===== config.mk =====
export PLATFORM = sky130hd
export DESIGN_NAME = led_pattern_loader_flat
export DESIGN_NICKNAME = d
export VERILOG_FILES = /design/src/rtl/led_pkg.sv /design/src/rtl/led_pattern_loader_if.sv /design/src/rtl/led_pattern_loader.sv /design/src/flat_wrapper.sv
export SDC_FILE = /design/constraint.sdc
export NUM_CORES = 1
export LEC_CHECK = 0
export CAP_MARGIN = 20
export CORE_MARGIN = 2
export CORE_UTILIZATION = 57
export CTS_CLUSTER_DIAMETER = 30
export DETAILED_ROUTE_END_ITERATION = 10
export DONT_BUFFER_PORTS = 1
export GPL_TIMING_DRIVEN = 0
export HOLD_SLACK_MARGIN = 0.05
export PLACE_DENSITY = 0.86
export SLEW_MARGIN = 20
export SYNTH_ARGS = -nofsm -noshare
export SYNTH_HDL_FRONTEND = slang
export SYNTH_SLANG_ARGS = --single-unit

===== constraint.sdc =====
create_clock -name gclk -period 1.9 [get_ports gclk]
set_clock_uncertainty 0.15 [all_clocks]
set_input_delay 0.19 -clock gclk [delete_from_list [all_inputs] [get_ports gclk]]
set_output_delay 0.19 -clock gclk [all_outputs]
set_load 0.01 [all_outputs]

===== src/rtl/led_pkg.sv =====
// Shared constants and state encoding for the LED pattern loader.
// The loader turns a byte stream into nibble writes to a pattern memory.
package led_pkg;

    localparam int ADDR_W = 12;
    localparam int DATA_W = 4;

    typedef enum logic [2:0] {
        IDLE  = 3'd0,
        RECV  = 3'd1,
        WR_LO = 3'd2,
        WR_HI = 3'd3,
        CHECK = 3'd4,
        DONE  = 3'd5
    } state_t;

endpackage


===== src/rtl/led_pattern_loader_if.sv =====
// Byte-stream input and pattern-memory write port of the LED pattern loader.
interface led_pattern_loader_if #(
    parameter int ADDR_W = led_pkg::ADDR_W,
    parameter int DATA_W = led_pkg::DATA_W
);
    // A byte moves on every rising edge where in_valid and in_ready are both high;
    // in_ready never depends on in_valid, and the source must hold in_data while waiting.
    logic              in_valid;
    logic [7:0]        in_data;
    logic              in_ready;
    logic              wr_en;
    logic [ADDR_W-1:0] wr_addr;
    logic [DATA_W-1:0] wr_data;

    modport master (
        output in_valid, in_data,
        input  in_ready, wr_en, wr_addr, wr_data
    );

    modport slave (
        input  in_valid, in_data,
        output in_ready, wr_en, wr_addr, wr_data
    );

endinterface


===== src/rtl/led_pattern_loader.sv =====
// Loads a checksummed byte stream into pattern memory as consecutive nibbles,
// low nibble first, with address wrap and a trailing XOR checksum check.
module led_pattern_loader #(
    parameter int ADDR_W = led_pkg::ADDR_W,
    parameter int DATA_W = led_pkg::DATA_W
) (
    input  logic                 gclk,
    input  logic                 rst,
    input  logic                 start,
    input  logic [ADDR_W-1:0]    base_addr,
    input  logic [ADDR_W:0]      length,
    output logic                 busy,
    output logic                 done,
    output logic                 error,
    output led_pkg::state_t      dbg_state,
    led_pattern_loader_if.slave  bus
);
    import led_pkg::*;

    localparam logic [ADDR_W:0] MAX_LEN = {1'b1, {ADDR_W{1'b0}}};

    state_t            state_q, state_d;
    logic [ADDR_W-1:0] addr_q, addr_d;
    logic [ADDR_W:0]   rem_q, rem_d;
    logic [7:0]        byte_q, byte_d;
    logic [7:0]        csum_q, csum_d;
    logic              error_q, error_d;

    always_ff @(posedge gclk) begin
        if (rst) begin
            state_q <= IDLE;
            addr_q  <= '0;
            rem_q   <= '0;
            byte_q  <= '0;
            csum_q  <= '0;
            error_q <= 1'b0;
        end else begin
            state_q <= state_d;
            addr_q  <= addr_d;
            rem_q   <= rem_d;
            byte_q  <= byte_d;
            csum_q  <= csum_d;
            error_q <= error_d;
        end
    end

    always_comb begin
        state_d = state_q;
        addr_d  = addr_q;
        rem_d   = rem_q;
        byte_d  = byte_q;
        csum_d  = csum_q;
        error_d = error_q;
        case (state_q)
            IDLE: begin
                if (start) begin
                    if (length != '0 && length <= MAX_LEN) begin
                        addr_d  = base_addr;
                        rem_d   = length;
                        csum_d  = '0;
                        error_d = 1'b0;
                        state_d = RECV;
                    end else begin
                        error_d = 1'b1;
                        state_d = DONE;
                    end
                end
            end
            RECV: begin
                if (bus.in_valid) begin
                    byte_d  = bus.in_data;
                    csum_d  = csum_q ^ bus.in_data;
                    state_d = WR_LO;
                end
            end
            WR_LO, WR_HI: begin
                // Odd counts end after WR_LO, so the final high nibble is never written.
                addr_d = addr_q + ADDR_W'(1);
                rem_d  = rem_q - (ADDR_W+1)'(1);
                if (rem_q == (ADDR_W+1)'(1)) begin
                    state_d = CHECK;
                end else if (state_q == WR_LO) begin
                    state_d = WR_HI;
                end else begin
                    state_d = RECV;
                end
            end
            CHECK: begin
                if (bus.in_valid) begin
                    error_d = (bus.in_data != csum_q);
                    state_d = DONE;
                end
            end
            DONE:    state_d = IDLE;
            default: state_d = IDLE;
        endcase
    end

    assign bus.in_ready = (state_q == RECV) || (state_q == CHECK);
    assign bus.wr_en    = (state_q == WR_LO) || (state_q == WR_HI);
    assign bus.wr_addr  = addr_q;
    assign bus.wr_data  = (state_q == WR_HI) ? DATA_W'(byte_q[7:4]) : DATA_W'(byte_q[3:0]);
    assign busy         = (state_q != IDLE);
    assign done         = (state_q == DONE);
    assign error        = error_q;
    assign dbg_state    = state_q;

endmodule


===== src/flat_wrapper.sv =====
// flat-port wrapper written by rule: the top's interface ports become plain ports
module led_pattern_loader_flat import led_pkg::*;
#(
    parameter int ADDR_W = led_pkg::ADDR_W,
    parameter int DATA_W = led_pkg::DATA_W
)
  (gclk, rst, start, base_addr, length, busy, done, error, dbg_state, bus_in_valid, bus_in_data, bus_in_ready, bus_wr_en, bus_wr_addr, bus_wr_data);
  led_pattern_loader_if #(.ADDR_W(ADDR_W), .DATA_W(DATA_W)) bus_i ();
  input  logic gclk;
  input  logic rst;
  input  logic start;
  input  logic [ADDR_W-1:0] base_addr;
  input  logic [ADDR_W:0] length;
  output logic busy;
  output logic done;
  output logic error;
  output led_pkg::state_t dbg_state;
  input wire logic [$bits(bus_i.in_valid)-1:0] bus_in_valid;
  input wire logic [$bits(bus_i.in_data)-1:0] bus_in_data;
  output wire logic [$bits(bus_i.in_ready)-1:0] bus_in_ready;
  output wire logic [$bits(bus_i.wr_en)-1:0] bus_wr_en;
  output wire logic [$bits(bus_i.wr_addr)-1:0] bus_wr_addr;
  output wire logic [$bits(bus_i.wr_data)-1:0] bus_wr_data;
  assign bus_i.in_valid = bus_in_valid;
  assign bus_i.in_data = bus_in_data;
  assign bus_in_ready = bus_i.in_ready;
  assign bus_wr_en = bus_i.wr_en;
  assign bus_wr_addr = bus_i.wr_addr;
  assign bus_wr_data = bus_i.wr_data;
  led_pattern_loader #(.ADDR_W(ADDR_W), .DATA_W(DATA_W)) u_core (.gclk(gclk), .rst(rst), .start(start), .base_addr(base_addr), .length(length), .busy(busy), .done(done), .error(error), .dbg_state(dbg_state), .bus(bus_i));
endmodule

## Word level (Yosys, flattened, before mapping)

Cells that the tools add are included.

- Output and inout port bits: 24
- Memory bits (read-only): 0
- Memories: 0
- Latch bits: 0
- Flip-flop bits (word level): 45
- Memory bits (writable): 0
- Word-level logic and storage cells: 58

- $add $sub $neg: 2
- Eq/ne operators: 11
- Reduce and logical (&&, ||, !) cells: 15
- Magnitude comparators: 1
- Multiply operators: 0
- Multiplexer cells: 22
- Div/mod/pow operators: 0
- Shift operators: 0
- Bitwise operators: 1

Operator list:

| operator | number |
|---|---|
| $mux 13 | 2 |
| $pmux 13 s2 | 1 |
| $mux 12 | 2 |
| $mux 8 | 3 |
| $pmux 12 s2 | 1 |
| $pmux 8 s2 | 1 |
| $mux 3 | 5 |
| $eq 13x1->1 const B | 1 |
| $le 13x13->1 const B | 1 |
| $reduce_bool 13->1 | 1 |
| $sub 13x1->13 const B | 1 |
| $add 12x1->12 const B | 1 |
| $pmux 3 s4 | 1 |
| $reduce_and 3->1 | 3 |
| $ne 8x8->1 | 1 |
| $xor 8x8->8 | 1 |
| $eq 3x2->1 const B | 2 |
| $eq 3x3->1 const B | 2 |
| $ne 2x2->1 const B | 3 |
| $reduce_bool 2->1 | 3 |
| $mux 4 | 1 |
| $reduce_and 4->1 | 1 |
| $eq 3x1->1 const B | 1 |
| $logic_not 3->1 | 1 |
| 9 further kinds | 12 |

## Longest topological paths before layout

Gate-level depths: netlist of run 1.

- Depth after elaboration: 5
- Depth in mapped cells: 8
- Mapped depth without buffers: 7

## Least setup slack after synthesis of run 1

Ideal clock, no wire load.

- Path type: reg-to-reg
- Start point: register u_core.state_q[1], in the netlist u_core.dbg_state[1]
- End point: register u_core.rem_q[7]
- Cell stages (with the launch flop): 7
- Library setup time: 130 ps
- Arrival time: 1,685 ps
- Buffers on the path: 2
- Setup slack: -65 ps
- Clock period less this slack: 1,965 ps
- Data required time: 1,620 ps
- Cell sequence: dfxtp_1 clkbuf_1 clkbuf_1 nand2_1 or4_1 a21oi_1 o32ai_1

- Cells in the longest elaborated chain, start to end: 4

RTL lines:

| what | line | RTL |
|---|---|---|
| from (decl) | led_pattern_loader.sv:22 | `state_t state_q, state_d;` |
| from (signal assigned) | led_pattern_loader.sv:38 | `state_q <= state_d;` |
| $eq 3x2->1 | led_pattern_loader.sv:54 | `case (state_q)` |
| $reduce_or 2->1 | led_pattern_loader.sv:54 |  |
| $reduce_bool 2->1 (no source line) | -- |  |
| $reduce_and 3->1 (no source line) | -- |  |
| to (signal assigned) | led_pattern_loader.sv:40 | `rem_q <= rem_d;` |
| to (decl) | led_pattern_loader.sv:24 | `logic [ADDR_W:0] rem_q, rem_d;` |

Several ways; a longest one is shown, not always the timed one.
A chain may end at the register's enable or synchronous reset.

## Worst setup path in the final report of run 1

- Start point: input length[1]
- End point: register u_core.addr_q[0], in the netlist u_core.bus.wr_addr[0]

- Cells in the longest elaborated chain, start to end: 4

RTL lines:

| what | line | RTL |
|---|---|---|
| from (decl) | flat_wrapper.sv:13 | `input logic [ADDR_W:0] length;` |
| $le 13x13->1 or $reduce_bool 13->1 (tied branches) | led_pattern_loader.sv:57 | `if (length != '0 && length <= MAX_LEN) begin` |
| $logic_and 1x1->1 (*) | led_pattern_loader.sv:57 |  |
| $ne 2x1->1 (no source line) (*) | -- |  |
| $reduce_and 3->1 (no source line) (*) | -- |  |
| to (signal assigned) | led_pattern_loader.sv:39 | `addr_q <= addr_d;` |
| to (decl) | led_pattern_loader.sv:23 | `logic [ADDR_W-1:0] addr_q, addr_d;` |

Every way passes the cells marked *; elsewhere a longest branch is shown, timed or not.

==> results of run 1 <==
==> routing by layer <==
metal	up-vias	share of wire
met5	-	0
met4	0	0.084
met3	146	0.14
met2	418	0.44
met1	1693	0.34
li1	1481	-
==> stage by stage <==
| step | worst slack [ns] | hold WS [ns] |
|---|---|---|
| floorplan | -0.0173 | 0.176 |
| global placement | -0.433 | 0.189 |
| detailed placement | -0.439 | 0.191 |
| CTS | -0.0140 | 0.113 |
| global route | -0.182 | 0.131 |
| finish | -0.179 | 0.161 |
==> state kept, by name (all words and copies together) (netlist names) <==
name	flops
u_core.rem_q	13
u_core.bus.wr_addr	12
u_core.byte_q	8
u_core.csum_q	8
u_core.dbg_state	3
u_core.error	1
==> critical path, delay by kind of cell <==
family | cells | cell delay (ns)
AND/OR/NAND/NOR | 2 | 0.90
XOR/XNOR | 1 | 0.28
AO/OA/AOI/OAI | 2 | 0.74
==> placed cells by master (no fill, tap or decap), drive strengths merged, types with 4 or more instances in the layout <==
cell / synthesis / final
mux2: 4 / 4
a311oi: 8 / 8
nor2b: 4 / 4
a21o: 5 / 5
nand3: 12 / 12
nand2b: 15 / 15
nand4: 8 / 8
nand2: 41 / 41
a21oi: 55 / 55
or4: 7 / 7
nor3: 8 / 8
inv: 14 / 13
and3: 4 / 4
o21ai: 13 / 13
dlygate4sd3: 0 / 35
nor2: 21 / 21
buf: 9 / 34
nor4: 8 / 8
dfxtp: 45 / 45
clkbuf: 18 / 22
xnor2: 10 / 10
o32ai: 14 / 14
==> synthesized netlist by cell type, drive strengths merged, types with 9 or more instances <==
master / number / area share
nand2b: 15 / 0.034
buf: 9 / 0.018
o32ai: 14 / 0.044
o21ai: 13 / 0.023
a21oi: 55 / 0.099
nand3: 12 / 0.023
nor2: 21 / 0.028
clkbuf: 18 / 0.024
xnor2: 10 / 0.032
nand2: 41 / 0.055
dfxtp: 45 / 0.32
inv: 14 / 0.019
==> final cells by class <==
type	count	area share
clock buffers	6	0.0212
plain buffers	24	0.0554
repair buffers	61	0.149
clock inverters	2	0.00353
flip-flops and latches	45	0.236
multi-input cells	277	0.497
well taps	67	0.0215
inverters	14	0.0157
==> worst paths after layout <==
kind / from / end / slack (ns) / cells after the start
max: length[1] / u_core.bus.wr_addr[0] / -0.18 / 5
min: bus_in_data[2] / u_core.error / 0.16 / 4
max reg2reg: u_core.rem_q[0] / u_core.rem_q[6] / -0.18 / 7
min reg2reg: u_core.byte_q[0] / u_core.byte_q[0] / 0.33 / 2
==> cells by family (layout without fill, tap and decap cells) <==
kind of cell               count (synthesis)  count (layout)
AOI/OAI and AO/OA                        119             119
xor gates and xnor gates                  10              10
adders and majority gates                  3               3
buffers and inverters                     41             107
DFF                                       45              45
muxes                                      5               5
and+or+nand+nor                          140             140
==> what timing repair did <==
action                     4_1_cts  5_1_grt
pin swaps                       10       12
buffers inserted                 8       15
cloned                           0        3
setup endpoints to repair       52       40
gates resized for setup         55       55
hold buffers                    35        0
hold endpoints to repair        42        0
==> report_power, final <==
part / total, mW / switching [mW] / internal (mW)
clock: 0.676 / 0.380 / 0.296
combinational: 1.67 / 0.936 / 0.735
sequential: 1.24 / 0.172 / 1.07
total: 3.58 / 1.49 / 2.10
==> flow_summary.ini, run 1 <==
[sta]
setup_slack_ns = -0.179
timing_hold_violations_final = 0
rsz_0062_raised_after_global_routing = yes
relSlewSlack = 0.475
final_min_period_over_clock_period = 1.09
timing_worst_slew_pin_value_ns = 0.780
timing.final.crit_period_ns = 2.08
maximum_clock_rate_mhz = 481
setup_viol = 29
timing.setup.tns_ns = -2.17
timing_max_transition_violations_final = 0

[finish]
multi_input_comb_area_mm2 = 0.00194
nFillCells = 253
antennaDiodeCount = 0
layout-area-overhead-vs-synth_pct = 40.7
share_of_layout_cells_above_drive_strength_1 = 0.245
final_cell_area_mm2 = 0.00390
num-nets-final = 468
layout.cells.non_filler = 496
fin_util = 0.826
register_cell_area_after_layout_um2 = 922

[worst_setup_path]
worstPathArrival_ns = 2.11
cpPeakStageDelay_ns = 0.67
setup.worst_path.start_class = input pin
endpoint_kind = flip-flop
worst_ep_required_time_ns = 1.93
critical_path_peak_fanout = 4
timing_worst_setup_path_type = input pin to flip-flop
crit_path_cell_trace = nor4_1 -> nand3_1 -> xnor2_1 -> o311ai_0 -> o311ai_2
worst_path_max_delay_cell = sky130_fd_sc_hd__nor4_1

[grt]
antenna_found_initial = 0
met1_usage_grt = 0.426
use_met3 = 0.129
grt_pass1_vias = 3240
grt_pass1_wl_mm = 15.4
grt_start_max_net_pins = 17
globalRoute.busiestLayer = met2
grt_overflow_total = 0
global_route_usage_over_all_layers = 0.373
gr_layer_usage_met2 = 0.609

[detailed_routing]
via_count_of_the_routed_design = 3738
drt_pre_antenna_iters = 6
wirelength_mm = 12.1
average_routed_wire_per_standard_cell_um = 24.5
drc = 0
antenna_left = 0
drt-vias-per-instance = 7.54
drt-initial-drc-count = 714

[yosys]
synth_simple_gate_area_frac = 0.265
xor_xnor_fraction_of_synth_area = 0.0316
netlist_instances = 363
synth_top_family_by_area = compound AO/OA/AOI/OAI gates
synthMuxAreaShare = 0.0198
synth_async_sr_flop_share = 0
synth-seq-area-share = 0.325
synth_fp_nets = 403
synth.yosys.warnings = 0
synth.cell_area_mm2 = 0.00278
synth_compound_gate_area_share = 0.284
synthAdderAreaFrac = 0.0135
synth-seq-cells = 45
synth-edff-count = 0
synthesis.area_per_instance_um2 = 7.65
postSynth.topFlopCell = sky130_fd_sc_hd__dfxtp_1
synth_cell_types = 52

[flow_run]
timing.max_cap.violations = 0

[clocking]
cts_htree_levels = 2
cts_buffer_depth = 2
numCtsBuffers = 5
clkSinkCount = 45
cts.clk_slew.worst_paths_ns = 0.10
clkLatencyLatePin_ns = 0.32
cts_tree = built
cts.root.buffer_cell = sky130_fd_sc_hd__clkbuf_8

[floorplanning]
die_area_mm2 = 0.00544
io-pin-count = 61
die-width_um = 73.8
die_h_um = 73.8
floorplan.rows = 25
floorplan.initialDensity = 0.588
core_area_mm2 = 0.00472

[pwr]
powerDensity_mw_per_mm2 = 918
p_total_mw = 3.58
p_leak_nw = 1.38
vdd_ir_drop_max_v = 0.000629

[place]
placed_cells_incl_taps = 430
place_area_mm2 = 0.00287
post-dp-hpwl_mm = 5.94
placement.io_buffers = 0
gp_congestion = 0.982

[worst_hold_path]
hp-class = input pin to flip-flop

[run_status]
status = finished, violations left
failed_checks = setup timing
No activity file was read; power rests on OpenSTA's default activity.
==> run 2, diff against run 1 <==
Settings changed: CORE_UTILIZATION 57 to 62, PLACE_DENSITY 0.86 to 0.89.
Clock period 1.9 ns to 2.4 ns, I/O delays scaled along.
==> run 2 against run 1 <==
Net effect:
- the flow now finishes without violations
- non-clock buffer count down 29
- first-iteration DRC count is 40% lower
- hold slack lost 0.11 ns
- critical path depth fell by 1
- count of clock-buffer cells in the layout did not move
- combinational power shrank 47%
- sequential power decreased by 23%
- clock power down 11%
- cell area fell by 16%
- global-route usage shrank 0.82 points
- via count down 14%
- critical endpoint is now bus_wr_data[3]
- largest cell class unchanged
==> flow_summary.ini, run 2 (synthesis results as in run 1) <==
[pwr]
vdd_ir_drop_max_v = 0.000451
share_comb_of_total_power = 0.361
powerDensity_mw_per_mm2 = 742
p_leak_nw = 1.10
power_report.internal_total_mw = 1.47
power_frac_seq = 0.391
power.switching_uw = 956
share_clk_of_total_power = 0.248
p_total_mw = 2.43
netSwitchingFraction = 0.394

[finish]
share_of_layout_cells_above_drive_strength_1 = 0.0825
num-nets-final = 439
layout-area-overhead-vs-synth_pct = 18.0
nFillCells = 310
antennaDiodeCount = 0
mostFrequentLayoutCells = 55 x sky130_fd_sc_hd__a21oi_1, 44 x sky130_fd_sc_hd__dfxtp_1, 41 x sky130_fd_sc_hd__nand2_1
largest_register = u_core.rem_q
layout_commonest_cell = sky130_fd_sc_hd__a21oi_1
largest_register_ffs = 13

[place]
gp_congestion = 0.986
placement.io_buffers = 0
post-dp-hpwl_mm = 5.78

[worst_setup_path]
timing.critical_path.buf_inv = 2
critical_path_peak_fanout = 10
worst_ep_required_time_ns = 2.01
worst_path_max_delay_cell = sky130_fd_sc_hd__clkbuf_1
critPathTopFamily = buffers and inverters
r2r-start = u_core.dbg_state[1]
cpPeakStageDelay_ns = 0.41
setup.worst_path.start_class = flip-flop
worstPathArrival_ns = 1.93
crit_path_start = u_core.dbg_state[0]
endpoint_kind = output port
timing_worst_setup_path_type = flip-flop to output port
crit_path_cell_trace = buf_2 -> clkbuf_1 -> nand2_1 -> mux2_2

[detailed_routing]
wirelength_mm = 9.17
antenna_left = 0
average_routed_wire_per_standard_cell_um = 20.3
drc = 0
drt-vias-per-instance = 7.15
drt_pre_antenna_iters = 7
via_count_of_the_routed_design = 3232
drt-initial-drc-count = 428

[sta]
timing_worst_slew_pin_value_ns = 0.634
relSlewSlack = 0.577
timing_max_transition_violations_final = 0
setup_viol = 0
timing.final.crit_period_ns = 2.32
hold_slack_ns = 0.0468
timing.setup.tns_ns = 0
timing_hold_violations_final = 0
maximum_clock_rate_mhz = 430
final_min_period_over_clock_period = 0.968

[clocking]
cts.clk_slew.worst_paths_ns = 0.08
clkLatencyLatePin_ns = 0.32
cts.root.buffer_cell = sky130_fd_sc_hd__clkbuf_8
cts_htree_levels = 2
clkSinkCount = 45
cts_tree = built
numCtsBuffers = 5
cts_buffer_depth = 2

[grt]
grt_pass1_vias = 3035
grt_start_max_net_pins = 15
grt_overflow_total = 0
antenna_found_initial = 0
global_route_usage_over_all_layers = 0.364
grt_pass1_wl_mm = 14.5

[floorplanning]
io-pin-count = 61
die_h_um = 70.9
floorplan.initialDensity = 0.642
die-width_um = 70.9
die_area_mm2 = 0.00503
core_area_mm2 = 0.00432
floorplan.rows = 24

[flow_run]
timing.max_cap.violations = 0

[run_status]
status = finished clean

[worst_hold_path]
hp-class = input pin to flip-flop
min-delay-start = start
==> run 2: changes by cell type in the layout (fill, tap and decap cells not counted), moves of 5 or more <==
cell / change
sky130_fd_sc_hd__buf_4: -21
sky130_fd_sc_hd__o32ai_1: +5
sky130_fd_sc_hd__o32ai_2: -5
sky130_fd_sc_hd__o21ai_0: +5
sky130_fd_sc_hd__dfxtp_1: +8
sky130_fd_sc_hd__clkbuf_1: +8
sky130_fd_sc_hd__dlygate4sd3_1: -5
==> run 2: path summary, 6_finish.rpt <==
path                               to  slack (ns)  cells past startpoint
setup / recovery       bus_wr_data[3]        0.08                      4
hold / removal    u_core.dbg_state[0]        0.05                      3
hold reg to reg      u_core.byte_q[3]        0.31                      2
setup reg to reg      u_core.rem_q[2]        0.08                      7
==> run 2: what timing repair did <==
action,in CTS,in global routing
endpoints found under the hold margin,37,0
endpoints found under the setup margin,7,29
hold buffers,30,0
buffers inserted,0,0
resized for setup,4,8
==> run 2: power by group through the flow <==
stage          Sequential [mW]  Combinational (mW)  Clock (mW)
2_1_floorplan            0.935               0.602           0
3_3_place_gp             0.956               0.752           0
3_5_place_dp             0.960               0.766           0
4_1_cts                  0.943               0.819       0.591
5_1_grt                  0.962               0.941       0.620
6_report                 0.951               0.877       0.602
==> run 2: metal layers <==
| layer | track usage | vias to the layer above | routed length (um) |
|---|---|---|---|
| met4 | 0.182 | 0 | 470 |
| li1 | - | 1415 | - |
| met2 | 0.583 | 304 | 4150 |
| met3 | 0.103 | 66 | 1180 |
| met5 | 0 | - | 0 |
| met1 | 0.450 | 1447 | 3360 |
==> run 2: through the flow <==
| step | std cells | utilization | setup WS (ns) | cell area [um2] |
|---|---|---|---|---|
| finish | 452 | 0.757 | 0.0769 | 3270 |
| global route | 452 | 0.757 | -0.0305 | 3270 |
| CTS | 453 | 0.754 | 0.00950 | 3260 |
| detailed placement | 415 | 0.657 | 0.0167 | 2840 |
| global placement | 415 | 0.657 | 0.0224 | 2840 |
| floorplan | 363 | - | 0.435 | 2780 |
==> run 2: tightest hold or removal path, delay by kind of cell <==
| family | cells | cell delay (ns) |
|---|---|---|
| AND/OR/NAND/NOR | 1 | 0.07 |
| AO/OA/AOI/OAI | 2 | 0.16 |
==> run 2: layout make-up <==
type                            instances  area (um2)  area share
Multi-Input combinational cell        277        1720       0.525
Inverter                               14        52.6      0.0160
Sequential cell                        45         902       0.276
Clock inverter                          2        38.8      0.0118
Tap cell                               52        65.1      0.0199
Clock buffer                            6        72.6      0.0222
Buffer                                 26         124      0.0378
Timing Repair Buffer                   30         300      0.0917
==> run 3, diff against run 2 <==
Settings changed: CELL_PAD_IN_SITES_DETAIL_PLACEMENT from default to 1, CELL_PAD_IN_SITES_GLOBAL_PLACEMENT from default to 1, CORE_UTILIZATION 62 to 49, HOLD_SLACK_MARGIN 0.05 to default, PLACE_DENSITY 0.89 to 0.95.
==> run 3 against run 2 <==
Net effect:
- fmax fell by 0.93%
- critical endpoint is now u_core.rem_q[11]
- die area up 25%
- setup slack lost 0.022 ns
==> flow_summary.ini, run 3 (synthesis results as in run 1) <==
[run_status]
status = finished clean

[detailed_routing]
drt_pre_antenna_iters = 5
drc = 0
drt-vias-per-instance = 7.19
antenna_left = 0
via_count_of_the_routed_design = 3320
average_routed_wire_per_standard_cell_um = 24.6
drt-initial-drc-count = 467
wirelength_mm = 11.4

[worst_setup_path]
regToRegSetupSlack_ns = 0.06
crit_path_start = u_core.dbg_state[1]
endpoint_kind = flip-flop
worst_r2r_endpoint = u_core.rem_q[11]
worst_ep_required_time_ns = 2.43
critical_path_peak_fanout = 10
setup.worst_path.start_class = flip-flop
worstPathArrival_ns = 2.38
r2r-start = u_core.dbg_state[1]
worst_case_reg_to_reg_path_depth = 7
timing_worst_setup_path_type = flip-flop to flip-flop
crit_end = u_core.rem_q[11]

[grt]
grt_pass1_vias = 3483
global_route_usage_over_all_layers = 0.369
grt_pass1_wl_mm = 17.9
grt_start_max_net_pins = 16
antenna_found_initial = 0
grt_overflow_total = 0

[sta]
rsz_0062_raised_after_global_routing = yes
final_min_period_over_clock_period = 0.977
timing_max_transition_violations_final = 0
maximum_clock_rate_mhz = 426
timing.final.crit_period_ns = 2.34
timing_hold_violations_final = 0
timing.setup.tns_ns = 0
setup_viol = 0
timing_worst_slew_pin_value_ns = 0.888
hold_slack_ns = 0.000350
relSlewSlack = 0.403
setup_slack_ns = 0.0551

[floorplanning]
die_h_um = 79.3
floorplan.initialDensity = 0.507
die-width_um = 79.3
core_area_mm2 = 0.00547
io-pin-count = 61
die_area_mm2 = 0.00628
floorplan.rows = 27

[clocking]
cts_htree_levels = 2
numCtsBuffers = 5
cts.clk_slew.worst_paths_ns = 0.10
clkLatencyLatePin_ns = 0.32
cts.root.buffer_cell = sky130_fd_sc_hd__clkbuf_8
cts_tree = built
cts_buffer_depth = 2
clkSinkCount = 45

[finish]
share_of_layout_cells_above_drive_strength_1 = 0.103
register_cell_area_after_layout_um2 = 902
multi_input_comb_area_mm2 = 0.00173
layout-area-overhead-vs-synth_pct = 16.4
layout_commonest_cell = sky130_fd_sc_hd__a21oi_1
nFillCells = 683
largest_register_ffs = 13
antennaDiodeCount = 0
largest_register = u_core.rem_q
mostFrequentLayoutCells = 55 x sky130_fd_sc_hd__a21oi_1, 44 x sky130_fd_sc_hd__dfxtp_1, 41 x sky130_fd_sc_hd__nand2_1
num-nets-final = 429

[place]
post-dp-hpwl_mm = 7.01
placement.setup.worst_slack_ns = -0.0367
gp_congestion = 0.964
placement.io_buffers = 0

[pwr]
p_leak_nw = 1.08
powerDensity_mw_per_mm2 = 814
vdd_ir_drop_max_v = 0.000318

[flow_run]
timing.max_cap.violations = 0

[worst_hold_path]
hp-class = input pin to flip-flop
run 3: how the worst min path moves through the flow:
stage	start	endpoint	slack, ns	cells past startpoint
detailed placement	bus_in_data[6]	u_core.byte_q[6]	0.24	2
global route	base_addr[5]	u_core.bus.wr_addr[5]	0.02	2
global placement	bus_in_data[4]	u_core.byte_q[4]	0.24	2
finish	rst	u_core.bus.wr_addr[0]	0.0003	3
floorplan	bus_in_data[0]	u_core.byte_q[0]	0.23	2
CTS	bus_in_data[0]	u_core.csum_q[0]	0.0004	2
run 3: final cells by class:
class                           instances  share of cell area
Multi-Input combinational cell        277               0.534
Tap cell                               72              0.0279
Inverter                               14              0.0163
Timing Repair Buffer                   20              0.0612
Buffer                                 26              0.0383
Clock inverter                          3              0.0213
Sequential cell                        45               0.279
Clock buffer                            5              0.0213
run 3: report_power, final:
group / internal, mW / switching, mW / total, mW
Clock: 0.420 / 0.312 / 0.732
Combinational: 0.330 / 0.610 / 0.940
Sequential: 0.837 / 0.122 / 0.959
Total: 1.59 / 1.04 / 2.63
run 3: what timing repair did:
item	4_1_cts	5_1_grt
setup buffers	0	1
resized for setup	5	14
endpoints found under the hold margin	25	0
hold buffers	19	0
endpoints found under the setup margin	27	28
run 3: layer usage:
layer  vias to the layer above  global-route usage  part of all wire
met2                       240               0.625              0.48
met3                        77               0.107             0.094
met4                         0               0.207             0.056
li1                       1405                   -                 -
met5                         -                   0                 0
met1                      1598               0.415              0.37
run 3: worst max-delay path, cell delays in order (launching register included):
cell and delay (ns):
sky130_fd_sc_hd__dfxtp_1 0.39, sky130_fd_sc_hd__buf_2 0.28, sky130_fd_sc_hd__inv_1 0.25, sky130_fd_sc_hd__a221oi_2 0.31, sky130_fd_sc_hd__nand3_1 0.20, sky130_fd_sc_hd__buf_2 0.26
sky130_fd_sc_hd__o21ai_0 0.25, sky130_fd_sc_hd__a21oi_1 0.11
run 3: metrics by stage:
stage / instances / util / power (mW) / area (um2)
floorplan: 363 / - / 1.54 / 2780
global placement: 435 / 0.524 / 1.71 / 2870
detailed placement: 435 / 0.524 / 1.75 / 2870
CTS: 461 / 0.585 / 2.52 / 3200
global route: 462 / 0.590 / 2.73 / 3230
finish: 462 / 0.590 / 2.63 / 3230
